<file path="src/rtl/freq_gate_counter.sv">
// Gated frequency counter: counts edge ticks over a window of GATE_CYCLES clocks
// and publishes the registered count with a one-cycle valid strobe and saturation flag.
//
// state | meaning
// IDLE  | not measuring; counters held at zero, ticks ignored
// GATE  | window open; gate_cnt runs 0..GATE_CYCLES-1, ticks accumulate
// LATCH | one dead cycle; result published, counters cleared, ticks ignored
module freq_gate_counter #(
    parameter int unsigned GATE_CYCLES = 50_000_000,
    parameter int          CNT_W       = 32
) (
    input  logic             clk,
    input  logic             rst_n,
    input  logic             tick,
    input  logic             enable,
    output logic [CNT_W-1:0] freq,
    output logic             freq_valid,
    output logic             freq_ovf,
    output logic             gate_active
);

    localparam int              GW        = (GATE_CYCLES > 1) ? $clog2(GATE_CYCLES) : 1;
    localparam logic [GW-1:0]   GATE_LAST = GW'(GATE_CYCLES - 1);
    localparam logic [GW-1:0]   GATE_ONE  = GW'(1);
    localparam logic [CNT_W-1:0] CNT_ONE  = CNT_W'(1);

    typedef enum logic [1:0] {
        IDLE  = 2'd0,
        GATE  = 2'd1,
        LATCH = 2'd2
    } state_t;

    state_t           state, state_nxt;
    logic [GW-1:0]    gate_cnt;
    logic [CNT_W-1:0] tick_cnt;
    logic             ovf_acc;
    logic             tick_max;
    logic [CNT_W-1:0] tick_sum;
    logic             ovf_sum;

    // Count including this cycle's tick, saturating at all-ones
    assign tick_max = &tick_cnt;
    assign tick_sum = (tick && !tick_max) ? tick_cnt + CNT_ONE : tick_cnt;
    assign ovf_sum  = ovf_acc | (tick & tick_max);

    always_comb begin
        state_nxt = state;
        case (state)
            IDLE:    if (enable) state_nxt = GATE;
            GATE: begin
                if (!enable)                    state_nxt = IDLE;
                else if (gate_cnt == GATE_LAST) state_nxt = LATCH;
            end
            LATCH:   state_nxt = enable ? GATE : IDLE;
            default: state_nxt = IDLE;
        endcase
    end

    always_ff @(posedge clk or negedge rst_n) begin
        if (!rst_n) begin
            state       <= IDLE;
            gate_cnt    <= '0;
            tick_cnt    <= '0;
            ovf_acc     <= 1'b0;
            freq        <= '0;
            freq_valid  <= 1'b0;
            freq_ovf    <= 1'b0;
            gate_active <= 1'b0;
        end else begin
            state       <= state_nxt;
            gate_active <= (state_nxt == GATE);
            freq_valid  <= 1'b0;
            if (state == GATE && state_nxt == GATE) begin
                gate_cnt <= gate_cnt + GATE_ONE;
                tick_cnt <= tick_sum;
                ovf_acc  <= ovf_sum;
            end else begin
                gate_cnt <= '0;
                tick_cnt <= '0;
                ovf_acc  <= 1'b0;
            end
            // An abort (enable low in GATE) leaves the previous result untouched
            if (state == GATE && state_nxt == LATCH) begin
                freq       <= tick_sum;
                freq_ovf   <= ovf_sum;
                freq_valid <= 1'b1;
            end
        end
    end

endmodule

</file>
<file path="config.mk">
export PLATFORM = sky130hd
export DESIGN_NAME = freq_gate_counter
export DESIGN_NICKNAME = d
export VERILOG_FILES = /design/src/rtl/freq_gate_counter.sv
export SDC_FILE = /design/constraint.sdc
export NUM_CORES = 1
export LEC_CHECK = 0
export CAP_MARGIN = 20
export CORE_MARGIN = 4
export CORE_UTILIZATION = 60
export CTS_CLUSTER_SIZE = 12
export DETAILED_ROUTE_END_ITERATION = 8
export GPL_TIMING_DRIVEN = 1
export HOLD_SLACK_MARGIN = 0.08
export PLACE_DENSITY = 0.88
export SYNTH_ARGS = -nofsm -noshare
export SYNTH_HDL_FRONTEND = slang
export SYNTH_SLANG_ARGS = --single-unit
</file>
<file path="constraint.sdc">
create_clock -name clk -period 3.77 [get_ports clk]
set_input_delay 0.5655 -clock clk [delete_from_list [all_inputs] [get_ports clk]]
set_output_delay 0.5655 -clock clk [all_outputs]
set_load 0.05 [all_outputs]
</file>
==> impl_metrics.yaml, run 1 <==
place:
  gp_congestion: 0.887
  hpwl_um: 7640
  place.port_buffers: 38
  dp.cells: 642
synthesis:
  async_reset_ff_frac: 1.00
  avgSynthCellArea_sq_um: 9.33
  synth_top_family_by_area: "simple AND/OR/NAND/NOR gates"
  synth_top_area_frac: 0.490
  ys.flop_type: "dfrtp_1"
  syn_nets: 532
  netlist_area_sq_um: 4910
  ys_ff_latch: 96
  synthXorXnorAreaFrac: 0.0464
  synth_edf_count: 0
  muxShareOfSynthArea: 0.00204
  ys_warn_count: 0
  yosysUniqueCellTypes: 51
  yosys.area.top_type: "dfrtp_1"
  synth_area_leaders: "dfrtp_1 (49%), nand3_1 (4.6%), nor2_1 (3.8%)"
  yosysSeqAreaShare: 0.490
  synth-simple-area-share: 0.301
  syn-instance-count: 526
  synth_fa_ha_area_frac: 0.00510
  synth_compound_gate_area_share: 0.119
global_routing:
  grtUsageTotal: 0.241
  grt_first_pass_wirelength_um: 19400
  first_global_vias: 4076
  grt_max_degree: 45
  grt.overflow.total: 0
  antenna_found_initial: 0
finish:
  area_delta_synth_final_pct: 13.7
  drive_gt1_frac: 0.0736
  final_nets: 559
  n_antenna_cell: 0
  final_cell_mix: "dfrtp_1 (96), nor2_1 (50), nand3_1 (45), nand2_1 (43), clkdlybuf4s50_1 (37)"
  layout_commonest_cell: "dfrtp_1"
  nFillCells: 600
  layoutNonFillerInstCount: 659
  multi_input_area_sq_um: 2340
  regArea_sq_um: 2400
timing:
  slew_headroom: 0.431
  fin_crit_ns: 2.68
  fin_skew_ns: 0.00878
  tns_ns: 0
  rsz0062_at_grt: "false"
  hold_ws_ns: 0.193
  finalHoldViolations: 0
  setup_viol_count_final: 0
  slew_viol_final: 0
  max_slew.worst_pin.slew_ns: 0.843
  fin_crit_sh: 0.712
  fmax_ghz: 0.373
worst_setup_path:
  required_ns: 4.01
  worstPathArrival_ns: 2.93
  critical-path-max-stage-delay_ns: 0.53
  cp-start-kind: "register"
  critPathKind: "register to register"
  slowest_stage: "nand2_1"
  cp_max_fo: 39
  crit_path_cell_trace: "ha_1 -> nand3_1 -> or3_1 -> nand2_1 -> buf_12 -> nor2_1"
  cp-end-kind: "register"
floorplan:
  core_area_sq_um: 7850
  io_pins: 39
  dieArea_sq_um: 9690
  rows: 32
  die_w_um: 98.4
  initial_utilization: 0.625
  fp.dieH_um: 98.4
routing:
  finalWirelength_um: 11300
  drcViolationCount: 0
  drt_iter0_drc: 309
  vias: 4269
  drt_pass1_iterations: 5
  ant_nets: 0
  vias_per_cell: 6.48
  wl_per_cell_um: 17.1
clock_tree:
  ctsHoldBuffers: 0
  cts.sinks: 96
  cts.path.max_buffers: 2
  numCtsBuffers: 9
  path_clk_slew_ns: 0.09
  cts_setup_buffers: 0
  clkLatencyLatePin_ns: 0.36
  htreeDepth: 3
  cts_root_buf: "clkbuf_8"
  cts.repair.resized: 0
  cts_tree: "built"
flow_run:
  cap_violations: 0
pwr:
  ir_worst_vdd_v: 0.000177
  power.density_nw_per_um2: 314
  power_leakage_nw: 2.16
run_status:
  run_status: "completed"
worst_hold_path:
  min-delay-path-class: "input port to async pin"
[flip-flops by register name, indices dropped and copies added (netlist names)]
signal	flops
ovf_acc	1
freq	32
tick_cnt	32
gate_active	1
freq_ovf	1
gate_cnt	26
freq_valid	1
state	2
[worst max-delay path: cells and delay by family, from the launching register on]
kind | cells | cell delay (ns)
simple gates | 4 | 1.54
flops | 1 | 0.42
fa+ha+maj | 1 | 0.30
buf+inv | 1 | 0.30
[final cells by class]
type,instances,share of cell area
clock inverter,3,0.00762
sequential,96,0.430
clock buffer,12,0.0260
tap,102,0.0229
multi-input combinational,392,0.420
timing repair buffer,48,0.0892
inverter,6,0.00403
[power breakdown]
part | switching, mW | total, mW | internal (mW) | leakage, nW
logic | 0.0419 | 0.0539 | 0.0120 | 0.732
clock network | 0.345 | 0.666 | 0.321 | 0.0925
registers | 0.00266 | 1.03 | 1.03 | 1.34
total | 0.390 | 1.75 | 1.36 | 2.16
[routing by layer]
layer | part of all wire | GRT usage | wire length [um] | vias up
met5 | 0 | 0 | 0 | -
met1 | 0.42 | 0.312 | 4730 | 2091
met4 | 0.020 | 0.0788 | 221 | 0
li1 | - | - | - | 1995
met2 | 0.51 | 0.412 | 5790 | 156
met3 | 0.050 | 0.0432 | 561 | 27
[final timing paths]
check                                            from                     to  slack [ns]  depth (start not counted)
worst max register to register  gate_cnt[0]$_DFF_PN0_  tick_cnt[1]$_DFF_PN0_        1.09                          6
min in group clk                 freq[26]$_DFFE_PN0P_   freq[26]$_DFFE_PN0P_        0.48                          2
worst min register to register   freq[26]$_DFFE_PN0P_   freq[26]$_DFFE_PN0P_        0.48                          2
worst max-delay path            gate_cnt[0]$_DFF_PN0_  tick_cnt[1]$_DFF_PN0_        1.09                          6
max in group asynchronous                       rst_n   freq[28]$_DFFE_PN0P_        2.78                          2
worst min-delay path                            rst_n    freq[8]$_DFFE_PN0P_        0.19                          1
[synth_stat cells, types with 8 or more instances]
| cell type | instances |
|---|---|
| dfrtp_1 | 96 |
| nor2_1 | 50 |
| nand3_1 | 45 |
| nand2_1 | 43 |
| a21oi_1 | 31 |
| o21ai_0 | 29 |
| or3_1 | 23 |
| or4_1 | 20 |
| nand4_1 | 19 |
| o211ai_1 | 18 |
| xnor2_1 | 18 |
| clkbuf_1 | 16 |
| nor4_1 | 14 |
| nor3_1 | 11 |
| buf_2 | 10 |
| xor2_1 | 8 |
[metrics by stage]
stage / area [sq um] / power, mW / worst slack, ns / utilization
5_1_grt: 5580 / 1.81 / 0.851 / 0.711
4_1_cts: 5550 / 1.76 / 1.10 / 0.707
3_3_place_gp: 5360 / 1.11 / 0.837 / 0.683
6_report: 5580 / 1.75 / 1.09 / 0.711
2_1_floorplan: 4910 / 1.07 / 1.66 / -
3_5_place_dp: 5360 / 1.11 / 0.766 / 0.683
[cells by family after synthesis]
kind of cell	after synthesis
compound gates	96
xor+xnor	26
flops	96
buf+inv	38
mux	1
fa+ha+maj	2
simple gates	267
Power figures use the tool's default switching activity.
==> run 2: changes to the inputs <==
- CORE_UTILIZATION: 60 -> 58
- PLACE_DENSITY: 0.88 -> 0.85
- clock period: 3.77 -> 2.8 ns (I/O delays scaled with it)
==> run 2 against run 1 <==
- hold slack lost 0.12 ns
- utilization shrank 2.8 points
- critical path type unchanged
- register-to-register slack lost 0.86 ns
- count of clock-buffer cells in the layout shrank 1
- setup slack lost 0.86 ns
- via count shrank 2.3%
- die area grew 3.2%
- highest routed layer unchanged
==> impl_metrics.yaml, run 2 (same netlist as run 1, synthesis figures left out) <==
routing:
  drt_iter0_drc: 260
  wl_per_cell_um: 16.0
  drt_pass1_iterations: 5
  finalWirelength_um: 10600
  ant_nets: 0
  drcViolationCount: 0
  vias_per_cell: 6.28
  vias: 4171
finish:
  multi_input_area_sq_um: 2340
  n_antenna_cell: 0
  drive_gt1_frac: 0.0805
  final_cell_mix: "dfrtp_1 (96), nor2_1 (50), nand3_1 (45), nand2_1 (43), clkdlybuf4s50_1 (37)"
  area_delta_synth_final_pct: 14.4
  final_nets: 560
  largest_registers: "freq (32), tick_cnt (32), gate_cnt (26)"
  regArea_sq_um: 2400
  layout_commonest_cell: "dfrtp_1"
  nFillCells: 655
timing:
  fin_crit_sh: 0.917
  slew_viol_final: 0
  fin_skew_ns: 0.0138
  setup_viol_count_final: 0
  fmax_ghz: 0.389
  tns_ns: 0
  rsz0062_at_grt: "false"
  slew_headroom: 0.397
  fin_crit_ns: 2.57
  finalHoldViolations: 0
  max_slew.worst_pin.slew_ns: 0.894
  hold_ws_ns: 0.0736
place:
  place.port_buffers: 38
  gp_congestion: 0.828
  hpwl_um: 7370
floorplan:
  rows: 33
  fp.dieH_um: 100
  dieArea_sq_um: 10000
  io_pins: 39
  die_w_um: 100
  initial_utilization: 0.597
  core_area_sq_um: 8220
clock_tree:
  cts_tree: "built"
  path_clk_slew_ns: 0.10
  cts.repair.resized: 0
  clkLatencyLatePin_ns: 0.36
  cts_setup_buffers: 0
  cts.path.max_buffers: 2
  cts_root_buf: "clkbuf_8"
  ctsHoldBuffers: 0
  cts.sinks: 96
  htreeDepth: 3
  numCtsBuffers: 9
worst_hold_path:
  min-delay-path-class: "input port to async pin"
pwr:
  ir_worst_vdd_v: 0.000348
  power_leakage_nw: 2.17
  power.density_nw_per_um2: 434
worst_setup_path:
  cp-start-kind: "register"
  timing.rr.end: "freq[27]$_DFFE_PN0P_"
  r2r_start: "tick_cnt[24]$_DFF_PN0_"
  r2r_cells: 5
  crit_start: "tick_cnt[24]$_DFF_PN0_"
  required_ns: 3.08
  endpoint: "freq[27]$_DFFE_PN0P_"
  cp_max_fo: 8
  reg2reg_slack_ns: 0.23
  cp-end-kind: "register"
  worstPathArrival_ns: 2.84
  critPathKind: "register to register"
global_routing:
  grt.overflow.total: 0
  antenna_found_initial: 0
  grtUsageTotal: 0.229
  grt_max_degree: 55
  first_global_vias: 4048
  grt_first_pass_wirelength_um: 18700
flow_run:
  cap_violations: 0
run_status:
  run_status: "completed"
==> run 2: worst min path at each step <==
stage                          from                   end  cells past startpoint
2_1_floorplan                 rst_n   freq[0]$_DFFE_PN0P_                      0
3_3_place_gp   freq[13]$_DFFE_PN0P_  freq[13]$_DFFE_PN0P_                      2
3_5_place_dp   freq[19]$_DFFE_PN0P_  freq[19]$_DFFE_PN0P_                      2
4_1_cts                       rst_n  freq[12]$_DFFE_PN0P_                      1
5_1_grt                       rst_n  freq[12]$_DFFE_PN0P_                      1
6_report                      rst_n  freq[12]$_DFFE_PN0P_                      1
==> run 2: metal layers <==
| metal | wire length (um) | vias up | global-route usage | part of all wire |
|---|---|---|---|---|
| li1 | - | 2000 | - | - |
| met1 | 4530 | 2034 | 0.300 | 0.43 |
| met3 | 527 | 20 | 0.0417 | 0.050 |
| met4 | 220 | 0 | 0.0902 | 0.021 |
| met2 | 5350 | 117 | 0.378 | 0.50 |
| met5 | 0 | - | 0 | 0 |
==> run 2: power by group <==
| group | total [mW] | leakage [nW] | internal [mW] | switching (mW) |
|---|---|---|---|---|
| clock | 0.969 | 0.103 | 0.469 | 0.500 |
| sequential | 1.39 | 1.34 | 1.39 | 0.00378 |
| combinational | 0.0722 | 0.732 | 0.0173 | 0.0549 |
| total | 2.43 | 2.17 | 1.87 | 0.559 |
==> run 2: metrics by stage <==
step,std cells,total power [mW],setup slack [ns],util,instance area (sq um)
5_1_grt,664,2.52,0.0552,0.683,5610
2_1_floorplan,526,1.45,0.703,-,4910
3_3_place_gp,648,1.49,0.265,0.657,5400
6_report,664,2.43,0.231,0.683,5610
4_1_cts,664,2.45,0.295,0.683,5610
3_5_place_dp,648,1.49,0.237,0.657,5400
==> run 2: area by class of cell <==
type / instances / area share
sequential: 96 / 0.428
multi-input combinational: 392 / 0.418
timing repair buffer: 49 / 0.0887
clock buffer: 11 / 0.0270
tap: 105 / 0.0234
clock inverter: 5 / 0.0111
inverter: 6 / 0.00401
==> run 2: worst max-delay path: stages (launching register included) <==
cell and delay, ns:
dfrtp_1 0.47, nand3_1 0.22, or3_1 0.56, o311ai_0 0.80, o21ai_0 0.25, a31oi_1 0.18
==> variant 1 (config.mk and constraints of run 2) <==
Register the inputs `tick` and `enable` before use, with the module's reset. The logic sees them one clock later. Comments in the files are not updated.
--- a/src/rtl/freq_gate_counter.sv
+++ b/src/rtl/freq_gate_counter.sv
@@ -31,4 +31,17 @@
     } state_t;
 
+    logic tick_q;
+    logic enable_q;
+
+    always_ff @(posedge clk or negedge rst_n) begin
+        if (!rst_n) begin
+            tick_q   <= '0;
+            enable_q <= '0;
+        end else begin
+            tick_q   <= tick;
+            enable_q <= enable;
+        end
+    end
+
     state_t           state, state_nxt;
     logic [GW-1:0]    gate_cnt;
@@ -41,16 +54,16 @@
     // Count including this cycle's tick, saturating at all-ones
     assign tick_max = &tick_cnt;
-    assign tick_sum = (tick && !tick_max) ? tick_cnt + CNT_ONE : tick_cnt;
-    assign ovf_sum  = ovf_acc | (tick & tick_max);
+    assign tick_sum = (tick_q && !tick_max) ? tick_cnt + CNT_ONE : tick_cnt;
+    assign ovf_sum  = ovf_acc | (tick_q & tick_max);
 
     always_comb begin
         state_nxt = state;
         case (state)
-            IDLE:    if (enable) state_nxt = GATE;
+            IDLE:    if (enable_q) state_nxt = GATE;
             GATE: begin
-                if (!enable)                    state_nxt = IDLE;
+                if (!enable_q)                    state_nxt = IDLE;
                 else if (gate_cnt == GATE_LAST) state_nxt = LATCH;
             end
-            LATCH:   state_nxt = enable ? GATE : IDLE;
+            LATCH:   state_nxt = enable_q ? GATE : IDLE;
             default: state_nxt = IDLE;
         endcase
Formal check against the unedited RTL: not equivalent (a bounded check fails within 4 cycles, from zero or initial values and one cycle with rst_n low).
==> variant 1 against run 2 <==
- clock skew about the same
- largest cell class unchanged
- wire length up 0.30%
- non-clock buffer count increased by 2
- synthesized cell count is 5.5% lower
- via count fell by 5.3%
- area after synthesis down 2.7%
- power decreased by 1.1%
- design area fell by 3.1%
- sequential cell count increased by 2
- worst setup slack better by 0.17 ns
==> variant 1: results (changes against run 2) <==
metric	value	unit	change
status	completed		
hold_class	register to register		
synth_compound_area_frac	0.107		-0.0124
synth.distinct_cells	53		+3.9%
gp_congestion	0.888		+7.2%
num_vias	3949		-5.3%
grt_pass1_vias	3846		-5.0%
synthXorXnorAreaFrac	0.0661		+0.0197
muxShareOfSynthArea	0.00629		+0.00425
whs	0.485	ns	+0.412 ns
reg2reg_slack	0.40	ns	+0.17 ns
r2r-start	gate_cnt[11]$_DFF_PN0_		
syn-num-nets	503		-5.5%
place_hpwl	7380	um	+0.12%
vdd_ir_drop_max	0.329	mV	-5.6%
cp_max_fo	22		+14
skew	0.0138	ns	-0.00000280 ns
grt_max_degree	41		-25%
synth_fa_ha_area_frac	0.00524		+0.000143
dpl_cell_area	0.00524	mm^2	-3.0%
cp.arrival	2.70	ns	-0.14 ns
drt_iter0_drc	246		-5.4%
synthTopCellsByArea	dfrtp_1 (51%), xnor2_1 (4.4%), nand2_1 (4.1%)		
layout-drive-gt1-share	0.0764		-0.00415
grt_usage	0.227		-0.00163
[variant 1: worst paths after layout]
kind / endpoint / depth (start not counted)
max reg2reg: freq[31]$_DFFE_PN0P_ / 5
min in group asynchronous: tick_cnt[8]$_DFF_PN0_ / 2
min: freq[27]$_DFFE_PN0P_ / 2
max: freq[31]$_DFFE_PN0P_ / 5
max in group asynchronous: freq[27]$_DFFE_PN0P_ / 3
min reg2reg: freq[27]$_DFFE_PN0P_ / 2
[variant 1: cell families after synthesis]
family	after synthesis
AOI/OAI and AO/OA	83
DFF	98
adders and majority gates	2
xor gates and xnor gates	36
buffers and inverters	36
muxes	3
and+or+nand+nor	239
[variant 1: timing repair]
item                      4_1_cts  5_1_grt
hold buffers                    1        0
hold endpoints to repair       38        0
buffers inserted                0        0
[variant 1: area by class of cell]
type / instances / area, um^2
timing repair buffer: 51 / 478
inverter: 10 / 37.5
sequential: 98 / 2450
tap: 102 / 128
clock inverter: 5 / 55.1
multi-input combinational: 363 / 2150
clock buffer: 10 / 138
fill: 630 / 2410
[variant 1: where the power goes]
group          internal (W)  switching [W]  total [W]
combinational     0.0000162      0.0000541  0.0000703
sequential          0.00142     0.00000398    0.00142
clock              0.000429       0.000484   0.000914
total               0.00186       0.000542    0.00241
[variant 1: critical path, cell delays in order, from the launching register on]
cell,delay (ns)
dfrtp_1,0.43
nor4b_1,0.32
nand4_1,0.24
or3_1,0.72
or4_1,0.52
nand3_1,0.09
[variant 1: metrics by stage]
step	std cells	setup WS [ns]	utilization
2_1_floorplan	497	0.778	-
3_3_place_gp	623	0.508	0.667
3_5_place_dp	623	0.453	0.667
4_1_cts	639	0.417	0.693
5_1_grt	639	0.127	0.693
6_report	639	0.400	0.693
[variant 1: metal layers]
| metal | wire [um] | share of wire | track usage | vias to the layer above |
|---|---|---|---|---|
| met5 | 13 | 0.0012 | 0 | - |
| met4 | 244 | 0.023 | 0.0819 | 2 |
| met3 | 592 | 0.056 | 0.0502 | 34 |
| met2 | 5260 | 0.49 | 0.376 | 141 |
| met1 | 4550 | 0.43 | 0.295 | 1910 |
| li1 | - | - | - | 1862 |
==> variant 2 (config.mk and constraints of run 2) <==
Made on the original files. The parameter `GATE_CYCLES` goes from 50_000_000 to 25_000_000.
--- a/src/rtl/freq_gate_counter.sv
+++ b/src/rtl/freq_gate_counter.sv
@@ -7,5 +7,5 @@
 // LATCH | one dead cycle; result published, counters cleared, ticks ignored
 module freq_gate_counter #(
-    parameter int unsigned GATE_CYCLES = 50_000_000,
+    parameter int unsigned GATE_CYCLES = 25_000_000,
     parameter int          CNT_W       = 32
 ) (
Behaviour: same outputs for any inputs over 10 cycles, from zero or initial values and one cycle with rst_n low; that may be too few to reach the edited logic, so the function may still have changed.
==> variant 2 against run 2 <==
- worst setup slack gained 0.12 ns
- sequential cell count shrank 1
- area after synthesis shrank 9.6%
- sequential share of layout area grew 3.6 points
- clock skew shrank 0.0056 ns
- design area shrank 8.8%
- power shrank 7.3%
- highest routed layer unchanged
- wire length shrank 11%
==> variant 2: results (changes against run 2) <==
metric	value	unit	change
crit_path_top_delay_cell	or4b_4		
synth_common_cells	dfrtp_1 (95), nor2_1 (64), nand2_1 (30), xnor2_1 (30), nand3_1 (24)		
wl_met3	434	um	-18%
synthTopCellsByArea	dfrtp_1 (54%), xnor2_1 (5.9%), nor2_1 (5.4%)		
drt_iter0_drc	239		-8.1%
cts_hold_buf	1		+1
wl_met2	4730	um	-12%
grt_pass1_vias	3512		-13%
place_hpwl	6750	um	-8.3%
grt_pass1_wl	16200	um	-13%
cts_resized	0		unchanged
dp_slack	0.218	ns	-0.0191 ns
period_needed	2.45	ns	-0.116 ns
met1_length	4170	um	-8.0%
fin_nets	498		-11%
hold_class	register to register		
via_per_inst	5.92		-5.8%
dpl_cell_area	0.00494	mm^2	-8.6%
leakage	2.00	nW	-7.9%
cp_max_fo	11		+3
whs	0.496	ns	+0.423 ns
slowest_delay	0.61	ns	-0.19 ns
synth_fa_ha_area_frac	0.00564		+0.000539
cts_buffers	9		unchanged
syn-num-nets	459		-14%
seqPwrFrac	0.610		+0.038
cp.arrival	2.69	ns	-0.15 ns
h-tree-depth	3		unchanged
wl	9460	um	-11%
ys_seq_area_frac	0.536		+0.0461
muxShareOfSynthArea	0.00705		+0.00501
place_inst	579		-11%
grt_max_degree	48		-13%
gp_congestion	0.833		+0.52%
synthXorXnorAreaFrac	0.0671		+0.0207
slew_headroom	0.591		+0.195
finalPower	0.00226	W	-7.3%
synth_compound_area_frac	0.117		-0.00204
cp-startpoint	tick_cnt[0]$_DFF_PN0_		
grt_usage	0.227		-0.00109
layout-drive-gt1-share	0.0806		+0.000144
highest_layer	met4		
syn_inst	453		-14%
r2r_cells	6		+1
fin_cells	595		-10%
top_regs	freq x32, tick_cnt x32, gate_cnt x25		
status	completed		
switching_share	0.232		+0.00210
crit_family	simple AND/OR/NAND/NOR gates		
synth.distinct_cells	50		-2.0%
min_to	freq_ovf$_DFFE_PN0P_		
reg2reg_slack	0.35	ns	+0.12 ns
vdd_ir_drop_max	0.255	mV	-27%
r2r-end	freq[20]$_DFFE_PN0P_		
skew	0.00821	ns	-0.00560 ns
==> variant 2: cell types whose count changed in the layout (fill, tap and decap cells not counted), sizes merged, moves of 12 or more <==
cell and delta:
nand3 -21, o211ai -16, or4 -15, nor2 +14, nand2 -13, xnor2 +12
==> variant 2: worst min-delay path: cells and delay by family (launching register included) <==
family           cells  cell delay, ns
AO/OA/AOI/OAI        1            0.06
AND/OR/NAND/NOR      1            0.05
flip-flops           1            0.35
==> variant 2: per-layer routing <==
| layer | global-route usage | vias up |
|---|---|---|
| met2 | 0.377 | 110 |
| li1 | - | 1679 |
| met5 | 0 | - |
| met4 | 0.0735 | 0 |
| met3 | 0.0410 | 18 |
| met1 | 0.304 | 1714 |
==> variant 2: final cells by class <==
cell class                 instances  area [um^2]
timing repair buffer              50          483
fill                             558         2210
multi-input combinational        321         1910
clock inverter                     5         33.8
clock buffer                      10          138
inverter                          15         56.3
tap                               99          124
sequential                        95         2380
